[config.mk]
export PLATFORM = sky130hd
export DESIGN_NAME = z_result_stage_flat
export DESIGN_NICKNAME = d
export VERILOG_FILES = /design/src/rtl/z_result_stage_pkg.sv /design/src/rtl/z_result_stage_if.sv /design/src/rtl/z_lat_counter.sv /design/src/rtl/z_result_stage.sv /design/src/flat_wrapper.sv
export SDC_FILE = /design/constraint.sdc
export NUM_CORES = 1
export LEC_CHECK = 0
export ABC_CLOCK_PERIOD_IN_PS = 2700
export BUFFER_PORTS_ARGS = -buffer_cell sky130_fd_sc_hd__buf_2
export CAP_MARGIN = 20
export CORE_MARGIN = 1.5
export CORE_UTILIZATION = 45
export CTS_CLUSTER_DIAMETER = 30
export DETAILED_ROUTE_END_ITERATION = 7
export PLACE_DENSITY_LB_ADDON = 0.25
export SLEW_MARGIN = 40
export SYNTH_ARGS = -nofsm -noshare
export SYNTH_HDL_FRONTEND = slang
export SYNTH_SLANG_ARGS = --single-unit
export TNS_END_PERCENT = 10
[constraint.sdc]
create_clock -name clock -period 2.7 [get_ports clock]
set_input_delay 0.135 -clock clock [delete_from_list [all_inputs] [get_ports clock]]
set_output_delay 0.135 -clock clock [all_outputs]
set_load 0.005 [all_outputs]
[src/rtl/z_result_stage_pkg.sv]
// Shared definitions for the Z result stage: the ALU opcode map (kept in one
// place so the ALU and this stage agree) and a latency-counter sizing helper.
package z_result_stage_pkg;

  localparam logic [4:0] OP_LD   = 5'b00000;
  localparam logic [4:0] OP_LDI  = 5'b00001;
  localparam logic [4:0] OP_ST   = 5'b00010;
  localparam logic [4:0] OP_ADD  = 5'b00011;
  localparam logic [4:0] OP_SUB  = 5'b00100;
  localparam logic [4:0] OP_SHR  = 5'b00101;
  localparam logic [4:0] OP_SHRA = 5'b00110;
  localparam logic [4:0] OP_SHL  = 5'b00111;
  localparam logic [4:0] OP_ROR  = 5'b01000;
  localparam logic [4:0] OP_ROL  = 5'b01001;
  localparam logic [4:0] OP_AND  = 5'b01010;
  localparam logic [4:0] OP_OR   = 5'b01011;
  localparam logic [4:0] OP_ADDI = 5'b01100;
  localparam logic [4:0] OP_ANDI = 5'b01101;
  localparam logic [4:0] OP_ORI  = 5'b01110;
  localparam logic [4:0] OP_DIV  = 5'b01111;
  localparam logic [4:0] OP_MUL  = 5'b10000;
  localparam logic [4:0] OP_NEG  = 5'b10001;
  localparam logic [4:0] OP_NOT  = 5'b10010;

  // Counter must hold LAT-1 for the longer latency; never narrower than 1 bit.
  function automatic int cnt_width(input int lat_a, input int lat_b);
    int m;
    m = (lat_a > lat_b) ? lat_a : lat_b;
    return (m <= 1) ? 1 : $clog2(m);
  endfunction

endpackage

[src/rtl/z_result_stage_if.sv]
// Signal bundle between the control/ALU side (master) and the Z result stage (slave).
interface z_result_stage_if #(
  parameter int OP_W = 5
);

  logic            start;
  logic [OP_W-1:0] op;
  logic [31:0]     alu_hi;
  logic [31:0]     alu_lo;
  logic            zhi_out_en;
  logic            zlo_out_en;

  logic [31:0]     z_hi;
  logic [31:0]     z_lo;
  logic [OP_W-1:0] z_op;
  logic            busy;
  logic            done;
  logic            overrun;
  logic [31:0]     bus_out;
  logic            bus_drive;

  modport master (
    output start, op, alu_hi, alu_lo, zhi_out_en, zlo_out_en,
    input  z_hi, z_lo, z_op, busy, done, overrun, bus_out, bus_drive
  );

  modport slave (
    input  start, op, alu_hi, alu_lo, zhi_out_en, zlo_out_en,
    output z_hi, z_lo, z_op, busy, done, overrun, bus_out, bus_drive
  );

endinterface

[src/rtl/z_lat_counter.sv]
// Loadable down-counter with a zero flag; holds at zero rather than wrapping.
module z_lat_counter #(
  parameter int W = 6
) (
  input  logic         clock,
  input  logic         clear,
  input  logic         load,
  input  logic         dec,
  input  logic [W-1:0] load_val,
  output logic         zero
);

  logic [W-1:0] count;

  always_ff @(posedge clock or posedge clear) begin
    if (clear) begin
      count <= '0;
    end else if (load) begin
      count <= load_val;
    end else if (dec && (count != '0)) begin
      count <= count - W'(1);
    end
  end

  assign zero = (count == '0);

endmodule

[src/rtl/z_result_stage.sv]
// Z register pair capture stage behind the ALU: single-cycle ops capture on the
// launch edge, MUL/DIV capture a fixed number of edges later.
module z_result_stage
  import z_result_stage_pkg::*;
#(
  parameter int OP_W    = 5,
  parameter int MUL_LAT = 4,
  parameter int DIV_LAT = 33
) (
  input  logic           clock,
  input  logic           clear,
  z_result_stage_if.slave zif
);

  localparam int CNT_W = cnt_width(MUL_LAT, DIV_LAT);

  typedef enum logic {
    IDLE = 1'b0,
    WAIT = 1'b1
  } state_t;

  state_t          state;
  state_t          next_state;
  logic [OP_W-1:0] op_q;
  logic [31:0]     z_hi_q;
  logic [31:0]     z_lo_q;
  logic [OP_W-1:0] z_op_q;
  logic            done_q;
  logic            overrun_q;

  logic            is_mul;
  logic            is_div;
  logic            load;
  logic            dec;
  logic [CNT_W-1:0] load_val;
  logic            cnt_zero;
  logic            capture;
  logic [OP_W-1:0] capture_op;

  assign is_mul = (zif.op == OP_W'(OP_MUL));
  assign is_div = (zif.op == OP_W'(OP_DIV));

  z_lat_counter #(
    .W(CNT_W)
  ) u_lat_counter (
    .clock    (clock),
    .clear    (clear),
    .load     (load),
    .dec      (dec),
    .load_val (load_val),
    .zero     (cnt_zero)
  );

  always_ff @(posedge clock or posedge clear) begin
    if (clear) begin
      state <= IDLE;
    end else begin
      state <= next_state;
    end
  end

  // Counter is loaded with LAT-1 so the zero-flag edge is the LAT-th edge after launch.
  always_comb begin
    next_state = state;
    load       = 1'b0;
    dec        = 1'b0;
    load_val   = '0;
    capture    = 1'b0;
    capture_op = zif.op;
    unique case (state)
      IDLE: begin
        if (zif.start) begin
          if (is_mul || is_div) begin
            load       = 1'b1;
            load_val   = is_mul ? CNT_W'(MUL_LAT - 1) : CNT_W'(DIV_LAT - 1);
            next_state = WAIT;
          end else begin
            capture    = 1'b1;
            capture_op = zif.op;
          end
        end
      end
      WAIT: begin
        if (cnt_zero) begin
          capture    = 1'b1;
          capture_op = op_q;
          next_state = IDLE;
        end else begin
          dec = 1'b1;
        end
      end
      default: next_state = IDLE;
    endcase
  end

  always_ff @(posedge clock or posedge clear) begin
    if (clear) begin
      op_q      <= '0;
      z_hi_q    <= '0;
      z_lo_q    <= '0;
      z_op_q    <= '0;
      done_q    <= 1'b0;
      overrun_q <= 1'b0;
    end else begin
      if (load) begin
        op_q <= zif.op;
      end
      if (capture) begin
        z_hi_q <= zif.alu_hi;
        z_lo_q <= zif.alu_lo;
        z_op_q <= capture_op;
      end
      done_q <= capture;
      if (zif.start && (state == WAIT)) begin
        overrun_q <= 1'b1;
      end
    end
  end

  assign zif.z_hi    = z_hi_q;
  assign zif.z_lo    = z_lo_q;
  assign zif.z_op    = z_op_q;
  assign zif.busy    = (state == WAIT);
  assign zif.done    = done_q;
  assign zif.overrun = overrun_q;

  // High half has priority when both enables are asserted.
  assign zif.bus_out   = zif.zhi_out_en ? z_hi_q :
                         zif.zlo_out_en ? z_lo_q : 32'h0;
  assign zif.bus_drive = zif.zhi_out_en | zif.zlo_out_en;

endmodule

[src/flat_wrapper.sv]
// flat-port wrapper written by rule: the top's interface ports become plain ports
module z_result_stage_flat import z_result_stage_pkg::*;
#(
  parameter int OP_W    = 5,
  parameter int MUL_LAT = 4,
  parameter int DIV_LAT = 33
)
  (clock, clear, zif_start, zif_op, zif_alu_hi, zif_alu_lo, zif_zhi_out_en, zif_zlo_out_en, zif_z_hi, zif_z_lo, zif_z_op, zif_busy, zif_done, zif_overrun, zif_bus_out, zif_bus_drive);
  z_result_stage_if #(.OP_W(OP_W)) zif_i ();
  input  logic clock;
  input  logic clear;
  input wire logic [$bits(zif_i.start)-1:0] zif_start;
  input wire logic [$bits(zif_i.op)-1:0] zif_op;
  input wire logic [$bits(zif_i.alu_hi)-1:0] zif_alu_hi;
  input wire logic [$bits(zif_i.alu_lo)-1:0] zif_alu_lo;
  input wire logic [$bits(zif_i.zhi_out_en)-1:0] zif_zhi_out_en;
  input wire logic [$bits(zif_i.zlo_out_en)-1:0] zif_zlo_out_en;
  output wire logic [$bits(zif_i.z_hi)-1:0] zif_z_hi;
  output wire logic [$bits(zif_i.z_lo)-1:0] zif_z_lo;
  output wire logic [$bits(zif_i.z_op)-1:0] zif_z_op;
  output wire logic [$bits(zif_i.busy)-1:0] zif_busy;
  output wire logic [$bits(zif_i.done)-1:0] zif_done;
  output wire logic [$bits(zif_i.overrun)-1:0] zif_overrun;
  output wire logic [$bits(zif_i.bus_out)-1:0] zif_bus_out;
  output wire logic [$bits(zif_i.bus_drive)-1:0] zif_bus_drive;
  assign zif_i.start = zif_start;
  assign zif_i.op = zif_op;
  assign zif_i.alu_hi = zif_alu_hi;
  assign zif_i.alu_lo = zif_alu_lo;
  assign zif_i.zhi_out_en = zif_zhi_out_en;
  assign zif_i.zlo_out_en = zif_zlo_out_en;
  assign zif_z_hi = zif_i.z_hi;
  assign zif_z_lo = zif_i.z_lo;
  assign zif_z_op = zif_i.z_op;
  assign zif_busy = zif_i.busy;
  assign zif_done = zif_i.done;
  assign zif_overrun = zif_i.overrun;
  assign zif_bus_out = zif_i.bus_out;
  assign zif_bus_drive = zif_i.bus_drive;
  z_result_stage #(.OP_W(OP_W), .MUL_LAT(MUL_LAT), .DIV_LAT(DIV_LAT)) u_core (.clock(clock), .clear(clear), .zif(zif_i));
endmodule
**Yosys cells after proc, flatten, opt, wreduce, memory -nomap -nowiden**

Cells that the tools add are included.

- Equality and inequality tests: 2
- Mux-type cells: 20
- Bitwise operators: 2
- Reductions and logical operators: 6
- Add/sub/neg operators: 1

Operators with widths:

| operator | count |
|---|---|
| 32-bit two-way mux | 2 |
| 6-bit two-way mux | 6 |
| 5-bit case mux with 2 select lines | 1 |
| 1-bit two-way mux | 8 |
| 6-bit zero test | 1 |
| 6-bit nonzero test | 1 |
| 6-bit by 1-bit subtractor with 6-bit output, second input constant | 1 |
| 5-bit by 4-bit == test with 1-bit output, second input constant | 1 |
| 5-bit == test, second input constant | 1 |
| 5-bit two-way mux | 1 |
| 1-bit case mux with 2 select lines | 2 |
| 1-bit logical AND | 2 |
| 2-bit nonzero test | 1 |
| 1-bit logical OR | 1 |
| 1-bit NOT | 1 |
| 1-bit OR | 1 |

- Word-level logic and storage cells: 39
- Flip-flop bits (word level): 83
- Output and inout port bits: 105

**Logic depth before layout (Yosys ltp)**

- Depth in word-level cells: 6
- Depth in mapped cells: 9
- Mapped depth without buffers: 6

**By module**

A second synthesis with hierarchy kept.

- Cells, all modules: 334
- Area, all modules: 4032.6 um2

Modules (own cells, without submodules):

| module | cells each | seq. area each (um2) | instances | area an instance (um2) |
|---|---|---|---|---|
| z_result_stage | 285 | 1926.8 | 1 | 3606.0 |
| z_lat_counter | 49 | 150.1 | 1 | 426.7 |

**Worst setup path before layout**

Ideal clock, no wire load.

- Path kind: register to register
- Start point: reg u_core.u_lat_counter.count[0]
- End point: reg u_core.z_hi_q[10] (netlist: u_core.zif.z_hi[10])
- Stages on the path, launching flop included: 10
- Required time: 2.575 ns
- Clock period less this slack: 2.051 ns
- Arrival: 1.926 ns
- Setup slack: 0.649 ns
- Path through: dfrtp_1 -> inv_1 -> ha_1 -> nor2b_1 -> and3_1 -> clkbuf_1 -> a21o_1 -> buf_6 -> buf_6 -> mux2_4

- Word-level cells in the longest chain between the ends: 3

RTL lines:

| element | RTL line | RTL |
|---|---|---|
| start: declaration | z_lat_counter.sv:13 | `logic [W-1:0] count;` |
| start signal: assignment | z_lat_counter.sv:19 | `count <= load_val;` |
| start signal: assignment | z_lat_counter.sv:21 | `count <= count - W'(1);` |
| 6-bit zero test | z_lat_counter.sv:25 | `assign zero = (count == '0);` |
| 1-bit two-way mux | z_result_stage.sv:84 | `if (cnt_zero) begin` |
| 1-bit case mux with 2 select lines | z_result_stage.sv:70 | `unique case (state)` |
| end signal: assignment | z_result_stage.sv:109 | `z_hi_q <= zif.alu_hi;` |
| end: declaration | z_result_stage.sv:25 | `logic [31:0] z_hi_q;` |

No other way between the ends.
A chain may end at the register's enable or synchronous reset.

**Worst setup path after layout**

- Start point: reg u_core.u_lat_counter.count[0]
- End point: reg u_core.z_lo_q[31] (netlist: u_core.zif.z_lo[31])

- Word-level cells in the longest chain between the ends: 3

RTL lines:

| element | RTL line | RTL |
|---|---|---|
| 6-bit zero test | z_lat_counter.sv:25 |  |
| 1-bit two-way mux | z_result_stage.sv:84 |  |
| 1-bit case mux with 2 select lines | z_result_stage.sv:70 |  |
| end signal: assignment | z_result_stage.sv:110 | `z_lo_q <= zif.alu_lo;` |
| end: declaration | z_result_stage.sv:26 | `logic [31:0] z_lo_q;` |

No other way between the ends.

==> metrics.md <==
| Metric | Value |
|---|---|
| Ys async rst share | `100%` |
| Vias after detailed routing | `3027` |
| Setup Skew | `0.00949 ns` |
| Port bufs | `178` |
| Full die area | `9120 um2` |
| Final Setup Violations | `0` |
| WL final | `9690 um` |
| Mapped Nets | `359` |
| TritonRoute pass-1 iters | `4` |
| Placed Area | `4850 um2` |
| Slew @ Worst Pin | `0.693 ns` |
| Slew headroom | `53.3%` |
| Gr usage total | `20.7%` |
| Synth Area in Adders | `0.650%` |
| Unrepaired setup endpoints after global routing | `no` |
| H-tree levels | `3` |
| # IOs | `179` |
| WS Path Type | `reg2reg` |
| Fmax achieved | `425 MHz` |
| Seq/Total Area, Yosys | `53.9%` |
| Final TNS setup | `0 ns` |
| Detail Placement HPWL | `6990 um` |
| Crit start category | `register` |
| Pre-CTS setup slack | `0.387 ns` |
| Mean post-synth cell area | `13.6 um2` |
| Chip height | `95.5 um` |
| PostCTS Resize Cnt | `0` |
| Top post-synthesis cells by area | `dfrtp_1 (54%), mux2_4 (19%), a22o_1 (5.5%)` |
| CTS tree | `yes` |
| Cts bufs inserted | `9` |
| Initial antenna violation count | `0` |
| Setup WS post-layout | `0.345 ns` |
| GP Congestion | `0.858` |
| Crit. End Element | `register` |
| Avg WL per Cell | `16.6 um` |
| Clk Latency, worst-skew pair | `0.34 ns` |
| Number of DRC markers in iteration 0 | `96` |
| Core area | `8260 um2` |
| R2r setup slk | `0.34 ns` |
| Row cnt | `33` |
| Fin. max-slew vios | `0` |
| Final Critical Period | `2.36 ns` |
| Status | `finished clean` |
| Largest net degree at the start of global routing | `51` |
| Synth Area in Simple Gates | `6.37%` |
| EDFF count, synth | `0` |
| Synth area leader | `dfrtp_1` |
| Nets | `549` |
| Number of global-route vias before repair | `2760` |
| Die width | `95.5 um` |
| Maximum fanout along the worst path | `23` |
| Vias/cell | `5.19` |
| Starting density of the core | `46.6%` |
| First-pass GRT wire length | `14300 um` |
| Multiplexer share of the synthesized area | `23.7%` |
| Worst-path clk slew | `0.09 ns` |
| Final Hold Fails | `0` |
| DRT antenna net count | `0` |
| Finished Cell Area | `5170 um2` |
| Compound-Gate Fraction of Synth Area | `11.7%` |
| Maximum vdd drop | `0.000442 V` |
| Global route overflow | `0` |
| Area share of the largest cell type after synthesis | `53.9%` |
| Most used flip-flop cell after synthesis | `dfrtp_1` |
| Max cap viols | `0` |
| Synthesized cell area | `3850 um2` |
| Final worst-path cycle share | `87.2%` |
| CP required | `2.92 ns` |
| Netlist cell types | `38` |
| Power density cells | `1120 nW/um2` |
| Residual DRC | `0` |
| Syn Inst Count | `283` |
| FF+latch count, synth | `83` |
| Synth Area in XOR/XNOR | `0.227%` |
| Bufs on Longest Clock Path | `2` |
| CTS root buffer | `clkbuf_8` |
| P&R area growth vs syn | `34.2%` |
| Pleak | `0.00267 uW` |
| # clock sinks | `83` |
| YS warnings | `0` |
| Ant diodes | `0` |
| CP arrival | `2.58 ns` |
| Min-Delay Path Class | `in2reg` |
| Largest family of logic cells by synthesized area | `multiplexers` |
| Ratio of cells with drive above 1 in the final layout | `56.9%` |
critical path: stages, from the launching register on:
cell and delay [ns]:
dfrtp_1 0.42, inv_1 0.13, ha_1 0.15, nor2b_1 0.28, and3_1 0.34, a21o_4 0.31, buf_12 0.25, mux2_2 0.35
cells in the mapped netlist, drive strengths merged, types with 2 or more instances:
| library cell | number |
|---|---|
| a21boi | 2 |
| a21o | 7 |
| buf | 8 |
| a22oi | 4 |
| nor2 | 4 |
| nand2b | 2 |
| and3 | 3 |
| a22o | 24 |
| ha | 2 |
| o21ai | 14 |
| nand2 | 24 |
| mux2 | 64 |
| a21oi | 3 |
| clkbuf | 11 |
| dfrtp | 83 |
| nor3 | 4 |
| inv | 3 |
| nor4 | 2 |
| nor2b | 3 |
through the flow:
step                total power (uW)  hold slack [ns]  std cells  utilization [%]
detailed placement              4930            0.179        555             58.8
CTS                             5820          0.00558        572             61.3
global route                    6200         0.000503        583             62.6
floorplan                       3880            0.256        283                -
finish                          5780           0.0224        583             62.6
global placement                4850            0.331        555             58.7
power by group:
group          leakage [uW]  internal [uW]  switching [uW]
registers          0.000986           1860             498
clock network     0.0000991            449             423
logic               0.00159           1580             969
layer usage:
layer | share of wire, % | track usage (%) | routed length, um | up-vias
met5 | 0 | 0 | 0 | -
met4 | 0.94 | 6.50 | 91 | 0
met3 | 6.2 | 5.26 | 603 | 6
met2 | 49 | 32.7 | 4720 | 121
met1 | 44 | 27.8 | 4270 | 1494
li1 | - | - | - | 1406
what timing repair did:
action / in CTS / in global routing
hold buffers: 1 / 11
buffers inserted: 0 / 0
hold endpoints to repair: 48 / 11
endpoints found under the setup margin: 0 / 0
cell usage in the layout, fill, tap and decap left out, drive strengths merged, types with 2 or more instances in the layout:
master / n
a22o: 24
nor4: 2
a21oi: 3
and3: 3
nor2: 4
nor3: 4
clkbuf: 11
buf: 186
nor2b: 3
o21ai: 14
dlygate4sd3: 12
a21boi: 2
nand2: 24
clkinv: 4
nand2b: 2
a21o: 7
ha: 2
dfrtp: 83
mux2: 64
inv: 2
a22oi: 4
path summary, 6_finish.rpt:
kind	depth (start not counted)	from	to
worst max-delay path	7	u_core.u_lat_counter.count[0]$_DFFE_PP0P_	u_core.zif.z_lo[31]$_DFFE_PP0P_
worst min-delay path	2	zif_alu_hi[21]	u_core.zif.z_hi[21]$_DFFE_PP0P_
worst max register to register	7	u_core.u_lat_counter.count[0]$_DFFE_PP0P_	u_core.zif.z_lo[31]$_DFFE_PP0P_
worst min register to register	1	u_core.zif.overrun$_DFFE_PP0P_	u_core.zif.overrun$_DFFE_PP0P_
max in group asynchronous	4	clear	u_core.zif.z_lo[16]$_DFFE_PP0P_
min in group asynchronous	3	clear	u_core.zif.z_hi[6]$_DFFE_PP0P_
registers in the layout, indices dropped and copies added, names as in the netlist:
register                    count
u_core.zif.done                 1
u_core.zif.busy                 1
u_core.zif.overrun              1
u_core.zif.z_hi                32
u_core.zif.z_op                 5
u_core.u_lat_counter.count      6
u_core.op_q                     5
u_core.zif.z_lo                32
area by class of cell:
| class | instances | area, um2 |
|---|---|---|
| Clock buffer | 11 | 141 |
| Timing Repair Buffer | 198 | 1100 |
| Tap cell | 105 | 131 |
| Inverter | 3 | 16.3 |
| Clock inverter | 5 | 52.6 |
| Multi-Input combinational cell | 178 | 1650 |
| Sequential cell | 83 | 2080 |
| Fill cell | 662 | 3090 |
kinds of logic after synthesis:
logic type      count (synthesis)
compound gates                 61
xor+xnor                        1
flops                          83
mux                            65
simple gates                   49
buf+inv                        22
fa+ha+maj                       2
(Power assumes the default switching activity.)
